File: src/rtl/axi_stream_wb_mailbox_master.sv
// axi_stream_wb_mailbox_master: Wishbone master that polls a 64-bit packet mailbox, drains RX lines to tx_* and fills TX lines from rx_*.
// Optional AXI_STREAM_WB_MASTER_POLL_BACKOFF_EN: idle POLL_GAP cycles after a status poll that found nothing to do.
module axi_stream_wb_mailbox_master #(
   parameter int AWIDTH    = 13,
   parameter int CTRL_ADDR = 0,
   parameter int BUF_BASE  = 8,
   parameter int POLL_GAP  = 16
) (
   input  logic              clk_i,
   input  logic              rst_i,
   output logic              cyc_o,
   output logic              stb_o,
   output logic              we_o,
   output logic [AWIDTH-1:0] adr_o,
   output logic [31:0]       dat_o,
   input  logic [31:0]       dat_i,
   input  logic              ack_i,
   input  logic [63:0]       rx_tdata,
   input  logic [3:0]        rx_tuser,
   input  logic              rx_tlast,
   input  logic              rx_tvalid,
   output logic              rx_tready,
   output logic [63:0]       tx_tdata,
   output logic [3:0]        tx_tuser,
   output logic              tx_tlast,
   output logic              tx_tvalid,
   input  logic              tx_tready
);
   localparam int LW = AWIDTH - 3;
   localparam int PW = 29 - AWIDTH;
   typedef enum logic [3:0] {
      POLL, DECIDE, GAP, RD_HI, RD_LO, PRESENT, REL_SET, REL_CLR,
      FILL_BEAT, WR_HI, WR_LO, COMMIT, UNCOMMIT
   } state_t;
`ifdef AXI_STREAM_WB_MASTER_POLL_BACKOFF_EN
   localparam state_t REPOLL = GAP;
`else
   localparam state_t REPOLL = POLL;
`endif
   state_t state, state_n;
   logic [31:0] status;
   logic [LW-1:0] n, n_inc, lines;
   logic [63:0] bdata;
   logic [3:0] buser;
   logic blast, ovf;
   logic rx_flag, tx_flag, tx_err;
   logic [AWIDTH-1:0] tx_bytes, line_adr;
   logic ack, req, req_we;
   logic [AWIDTH-1:0] req_adr;
   logic [31:0] req_dat;
   logic unused_status;
   assign unused_status = ^status[28:AWIDTH];
   assign lines = status[AWIDTH-1:3];
   assign n_inc = n + 1'b1;
   assign line_adr = AWIDTH'(BUF_BASE) + {n, 3'b000};
   assign ack = cyc_o & stb_o & ack_i;
   assign tx_tvalid = (state == PRESENT);
   assign rx_tready = (state == FILL_BEAT);
`ifdef AXI_STREAM_WB_MASTER_POLL_BACKOFF_EN
   localparam int GW = $clog2(POLL_GAP + 1);
   logic [GW-1:0] gap_cnt;
   // backoff counter loaded on every decision, counts down while idling
   always_ff @(posedge clk_i) begin
      if (rst_i) gap_cnt <= '0;
      else if (state == DECIDE) gap_cnt <= GW'(POLL_GAP - 1);
      else if (state == GAP && gap_cnt != '0) gap_cnt <= gap_cnt - 1'b1;
   end
`endif
   // state register
   always_ff @(posedge clk_i) state <= rst_i ? POLL : state_n;
   // next state and the single Wishbone request each bus state wants to issue
   always_comb begin
      state_n = state;
      req = 1'b0;
      req_we = 1'b0;
      req_adr = '0;
      req_dat = '0;
      case (state)
         POLL: begin
            req = ~cyc_o;
            req_adr = AWIDTH'(CTRL_ADDR);
            if (ack) state_n = DECIDE;
         end
         DECIDE: state_n = status[31] ? (lines == '0 ? REL_SET : RD_HI) : (status[30] && rx_tvalid) ? FILL_BEAT : REPOLL;
`ifdef AXI_STREAM_WB_MASTER_POLL_BACKOFF_EN
         GAP: if (gap_cnt == '0) state_n = POLL;
`endif
         RD_HI: begin
            req = ~cyc_o;
            req_adr = line_adr;
            if (ack) state_n = RD_LO;
         end
         RD_LO: begin
            req = ~cyc_o;
            req_adr = line_adr + AWIDTH'(4);
            if (ack) state_n = PRESENT;
         end
         PRESENT: if (tx_tready) state_n = tx_tlast ? REL_SET : RD_HI;
         REL_SET, REL_CLR: begin
            req = ~cyc_o;
            req_we = 1'b1;
            req_adr = AWIDTH'(CTRL_ADDR);
            req_dat = {state == REL_SET, tx_flag, tx_err, {PW{1'b0}}, tx_bytes};
            if (ack) state_n = (state == REL_SET) ? REL_CLR : POLL;
         end
         FILL_BEAT: if (rx_tvalid) state_n = (n == '1) ? (rx_tlast ? COMMIT : FILL_BEAT) : WR_HI;
         WR_HI: begin
            req = ~cyc_o;
            req_we = 1'b1;
            req_adr = line_adr;
            req_dat = bdata[63:32];
            if (ack) state_n = WR_LO;
         end
         WR_LO: begin
            req = ~cyc_o;
            req_we = 1'b1;
            req_adr = line_adr + AWIDTH'(4);
            req_dat = bdata[31:0];
            if (ack) state_n = blast ? COMMIT : FILL_BEAT;
         end
         COMMIT: begin
            req = ~cyc_o;
            req_we = 1'b1;
            req_adr = AWIDTH'(CTRL_ADDR);
            req_dat = {rx_flag, 1'b1, buser[3] | ovf, {PW{1'b0}}, n, buser[2:0]};
            if (ack) state_n = UNCOMMIT;
         end
         UNCOMMIT: begin
            req = ~cyc_o;
            req_we = 1'b1;
            req_adr = AWIDTH'(CTRL_ADDR);
            req_dat = {rx_flag, 1'b0, tx_err, {PW{1'b0}}, tx_bytes};
            if (ack) state_n = POLL;
         end
         default: state_n = POLL;
      endcase
   end
   // Wishbone strobes: launched from idle, held until ack, then fully cleared for a cycle
   always_ff @(posedge clk_i) begin
      if (rst_i || ack) begin
         cyc_o <= 1'b0;
         stb_o <= 1'b0;
         we_o <= 1'b0;
         adr_o <= '0;
         dat_o <= '0;
      end else if (req) begin
         cyc_o <= 1'b1;
         stb_o <= 1'b1;
         we_o <= req_we;
         adr_o <= req_adr;
         dat_o <= req_dat;
      end
   end
   // status capture, line counting, beat buffering and ctrl shadows
   always_ff @(posedge clk_i) begin
      if (rst_i) begin
         status <= '0;
         n <= '0;
         bdata <= '0;
         buser <= '0;
         blast <= 1'b0;
         ovf <= 1'b0;
         rx_flag <= 1'b0;
         tx_flag <= 1'b0;
         tx_err <= 1'b0;
         tx_bytes <= '0;
         tx_tdata <= '0;
         tx_tlast <= 1'b0;
         tx_tuser <= '0;
      end else begin
         if (state == POLL && ack) status <= dat_i;
         if (state == DECIDE) begin
            n <= '0;
            ovf <= 1'b0;
         end
         if (state == RD_HI && ack) tx_tdata[63:32] <= dat_i;
         if (state == RD_LO && ack) begin
            tx_tdata[31:0] <= dat_i;
            tx_tlast <= (n_inc == lines);
            tx_tuser <= (n_inc == lines) ? {status[29], status[2:0]} : 4'h0;
         end
         if (state == PRESENT && tx_tready && !tx_tlast) n <= n_inc;
         if (state == FILL_BEAT && rx_tvalid) begin
            bdata <= rx_tdata;
            buser <= rx_tuser;
            blast <= rx_tlast;
            if (n == '1) ovf <= 1'b1;
         end
         if (state == WR_LO && ack) n <= n_inc;
         if (state == REL_SET && req) rx_flag <= 1'b1;
         if (state == REL_CLR && req) rx_flag <= 1'b0;
         if (state == COMMIT && req) begin
            tx_flag <= 1'b1;
            tx_err <= buser[3] | ovf;
            tx_bytes <= {n, buser[2:0]};
         end
         if (state == UNCOMMIT && req) tx_flag <= 1'b0;
      end
   end
endmodule

File: config.mk
export PLATFORM = sky130hd
export DESIGN_NAME = axi_stream_wb_mailbox_master
export DESIGN_NICKNAME = d
export VERILOG_FILES = /design/src/rtl/axi_stream_wb_mailbox_master.sv
export SDC_FILE = /design/constraint.sdc
export NUM_CORES = 1
export LEC_CHECK = 0
export CORE_MARGIN = 5
export CORE_UTILIZATION = 34
export CTS_CLUSTER_DIAMETER = 50
export DETAILED_ROUTE_END_ITERATION = 8
export PLACE_DENSITY_LB_ADDON = 0.3
export SLEW_MARGIN = 10
export SYNTH_ARGS = -nofsm -noshare
export SYNTH_HDL_FRONTEND = slang
export SYNTH_SLANG_ARGS = --single-unit
File: constraint.sdc
create_clock -name clk_i -period 2.04 [get_ports clk_i]
set_input_delay 0.306 -clock clk_i [delete_from_list [all_inputs] [get_ports clk_i]]
set_output_delay 0.306 -clock clk_i [all_outputs]
set_load 0.02 [all_outputs]
# Yosys cells after proc, flatten, opt, wreduce, memory -nomap -nowiden
# Index checks and enable logic that the tools add are counted.
# op_classes
add_sub_neg	3
n_eq_ne	23
mux	30
n_bitwise	3
reduce_logical	25
# ops
op	n
$pmux W32 S5	1
$mux W4	13
$pmux W4 S11	1
$mux W10	3
$pmux W13 S2	1
$eq A4 B4 Y1 const B	5
$ne A2 B2 Y1 const B	9
$eq A4 B3 Y1 const B	4
$add A13 B3 Y13 const B	1
$add A4 B13 Y13 const A	1
$logic_and A1 B1 Y1	12
$add A10 B1 Y10 const B	1
$eq A10 B10 Y1	1
$eq A10 B10 Y1 const B	1
$logic_not A10 Y1	1
$reduce_and A10 Y1	1
$reduce_or A2 Y1	5
$mux W3	3
$reduce_or A9 Y1	1
$mux W2	3
$reduce_or A6 Y1	1
$mux W1	5
$eq A4 B1 Y1 const B	1
$eq A4 B2 Y1 const B	1
8 further kinds	8
# word_totals
reg_bits	248
in_bits	106
out_inout_bits	119
elab_cells	103

# Longest topological paths before layout
# logic_depth
ltp_word	5
ltp_mapped	10
depth_no_buf	8

# Worst setup path after synthesis
# Ideal clock, no wire load.
# synth_path
kind	register to register
start	register stb_o
end	register tx_tdata[34]
setup_time_ns	0.132
arrival_ns	1.776
required_time_ns	1.908
slack_ns	0.132
stages_incl_launch_ff	8
path_buffers	3
synth_period_minus_slack_ns	1.908
cell_sequence	dfxtp_1 buf_2 nand2_1 or4_1 clkbuf_1 clkbuf_1 nand2_1 a21oi_1
# synth_between
elab_chain_len	2
# synth_lines
element	line	source
from (decl)	12	output logic stb_o,
from (signal assigned)	142	stb_o <= 1'b0;
from (signal assigned)	148	stb_o <= 1'b1;
$and A1 B1 Y1	56	assign ack = cyc_o & stb_o & ack_i;
$logic_and A1 B1 Y1	176	if (state == RD_HI && ack) tx_tdata[63:32] <= dat_i;
to (signal assigned)	176	
to (decl)	23	output logic [63:0] tx_tdata,
# Every way passes these cells.
# A chain may end at the register's enable or synchronous reset.

# Worst setup path in the final report
# layout_path
start	register state[2]
end	output tx_tvalid
# layout_between
elab_chain_len	1
# layout_lines
element	line	source
from (decl)	40	state_t state, state_n;
from (signal assigned)	70	always_ff @(posedge clk_i) state <= rst_i ? POLL : state_n;
$eq A4 B3 Y1	57	assign tx_tvalid = (state == PRESENT);
to (decl)	26	output logic tx_tvalid,
# Every way passes these cells.

==> results.txt <==
Post-synth EDFFs: 0
remaining antenna violation count: 0
fraction of layout cells with a size suffix above 1: 0.109
Die Footprint: 30700 µm²
clock sinks: 230
Placement Setup Slack: 0.0127 ns
top cells by count, synth: nand2_1 (336), dfxtp_1 (230), a21oi_1 (219), nor2_1 (101), clkbuf_1 (75)
Final Critical Period: 1.96 ns
clk slew on worst S/H paths: 0.06 ns
power density cells: 844 nW/µm²
area leader, netlist: dfxtp_1
layout net count: 1527
GRT met1 Usage: 0.252
reg2reg start: state[2]$_SDFFE_PP0P_
Synth Flop Type: dfxtp_1
DR vias/cell: 5.04
Critical Path Start Type: register
pin count of the biggest net entering global routing: 71
via count: 8998
CTS root buffer: clkbuf_16
P&R area growth vs syn: 43.3%
Synth Area in XOR/XNOR: 0.0179
DRC viols: 0
gr usage total: 0.183
number of global-route vias before repair: 8456
Mean Syn Cell Area: 7.84 µm²
Worst Skew: 0.0224 ns
CP Capture Type: output pin
Starting Density: 0.345
WS Path Type: reg2out
Yosys Warn Count: 0
gr ovfl total: 0
ranking of synthesized cells by area: dfxtp_1 (50%), nand2_1 (14%), a21oi_1 (12%), nor2_1 (4.1%), clkbuf_1 (3.0%)
Setup TNS: 0 ns
post-synthesis mux area share: 0.0163
hold slack final: 0.303 ns
crit path max fanout: 6
CTS tree: done
drt wl/cell: 16.5 µm
Num CTS Buffers: 29
Clock Latency Late Sink: 0.55 ns
WL final: 29500 µm
core area: 26900 µm²
Detailed Place HPWL: 20600 µm
Die W: 175 µm
Final Slew Violations: 0
Arrival @ worst endpoint: 1.65 ns
M2 GR Usage: 0.292
max frequency: 511 MHz
maximum VDD drop: 0.000563 V
Core Util, Final: 0.494
Cells after Synth: 1183
worst-margin pin slew: 0.681 ns
initial antenna violation count: 0
Hold Startpoint: rx_tdata[47]
Post-Synth Adder-Cell Area: 0.00135
Max-Cap Viols: 0
grt met3 use: 0.0428
Seq cells post-synth: 230
Post-Synth Simple-Gate Area: 0.224
DRT iter0 DRCs: 655
CTS H-Tree Depth: 1
io pins: 225
Placed Instances: 1729
slowest CP cell: dfxtp_2
gpl congestion: 0.918
HP Class: in2reg
status: finished clean
cell with the most instances after synthesis: nand2_1
fillers: 2551
Final Non-Filler Cells: 1784
first-pass GRT wire length: 46600 µm
Clock Path Buffers: 3
main combinational cell family by area after synthesis: simple AND/OR/NAND/NOR gates
Post-Synthesis Cell Area: 9270 µm²
DRT Pass-1 Iters: 5
fin crit share: 0.959
Post-synth ARST share: 0
required time of the worst setup path: 1.73 ns
Compound-Gate Fraction of Synth Area: 0.197
setup ws final: 0.0842 ns
diodes inserted: 0
PortBufs: 222
slew margin rel.: 0.546
crit-path max cell delay: 0.37 ns
Cell variety after synth: 57
Seq/Total Area, Yosys: 0.497
Most Used Layer, Global Route: met2
Vert. Die Dim: 175 µm
crit path from: state[2]$_SDFFE_PP0P_
Finish-stage setup viols: 0
Synth top area share: 0.497
Hold Vio Cnt, Final: 0
worst reg2reg setup slack: 0.12 ns
crit path cell chain: buf_4 > nor2b_1 > nand2_1 > inv_2 > buf_2
LEAKAGE: 0.00454 µW
row cnt: 60
RSZ-0062 raised after global routing: false
-- worst max-delay path, delay by kind of cell, from the launching register on --
kind,cells,cell delay (ns)
buffers and inverters,3,0.43
AND/OR/NAND/NOR,2,0.30
flip-flops,1,0.37
-- stage by stage --
step,cell area [µm²],power [µW]
after floorplan,9280,5410
after global placement,12200,6060
after detailed placement,12200,6070
after CTS,13300,11300
after global routing,13300,11700
final,13300,11200
-- routing by layer --
metal,routed length (µm),part of all wire
met5,0,0
met3,2210,0.075
met2,13000,0.44
met1,13700,0.46
met4,533,0.018
-- final cells by class --
type,instances,area (µm²),area share
Inverter,7,26.3,0.00198
Multi-Input combinational cell,851,4310,0.324
Clock inverter,15,194,0.0146
Tap cell,341,427,0.0321
Sequential cell,230,4610,0.347
Clock buffer,39,813,0.0612
Timing Repair Buffer,301,2910,0.219
-- final timing paths --
check | end | depth (start not counted)
hold / removal | bdata[47]$_SDFFE_PP0P_ | 3
setup / recovery | tx_tvalid | 5
setup reg to reg | n[7]$_SDFFE_PP0P_ | 9
hold reg to reg | tx_tdata[24]$_SDFFE_PP0P_ | 2
-- power by group --
group / switching (µW) / internal (µW) / total [µW]
Combinational: 786 / 550 / 1340
Clock: 2100 / 3130 / 5230
Sequential: 77.6 / 4570 / 4650
-- what timing repair did --
action                                 CTS  global route
gates resized for setup                 15             9
buffers inserted                         0             0
endpoints found under the hold margin    8             0
pin swaps                                0             1
hold buffers                             1             0
setup endpoints to repair                7            47
-- flip-flops by register name (all words and copies together) (netlist names), 10 cells and up --
| register | flops |
|---|---|
| bdata | 64 |
| tx_tdata | 64 |
| dat_o | 32 |
| n | 10 |
| status | 16 |
| adr_o | 11 |
| tx_bytes | 13 |
-- cell usage in the layout (no fill, tap or decap), types with 3 or more instances in the layout --
master           count
dfxtp_2              4
a32oi_1              6
nor3_4               3
inv_8                3
a31o_1               4
inv_6                4
clkbuf_8             5
a2bb2oi_1            4
o211ai_1             3
nor3b_1              4
a22o_1               3
xnor2_1             11
xor2_1               7
and3_1               4
o22ai_1              5
nor2_1             100
nand4_1              4
nor4_1               3
a222oi_1            13
nand3_1              8
inv_1                4
dfxtp_1            226
buf_12               8
and2_1               5
nand2b_1             4
or4_1                3
nand2_1            334
clkbuf_16           29
o21a_1               3
nor2b_1              6
clkdlybuf4s50_1    216
o21ai_0             18
mux2i_1             14
buf_4               70
clkbuf_1             5
nor3_1               5
a22oi_1             21
a21oi_1            219
-- cell families (layout without fill, tap and decap cells) --
group	after synthesis	in the layout
flops	230	230
other cells	1	2
simple gates	501	501
buf+inv	103	362
xor+xnor	19	19
fa+ha+maj	1	1
compound gates	313	313
mux	15	15
Note: power is estimated with default switching activity, not from simulation.
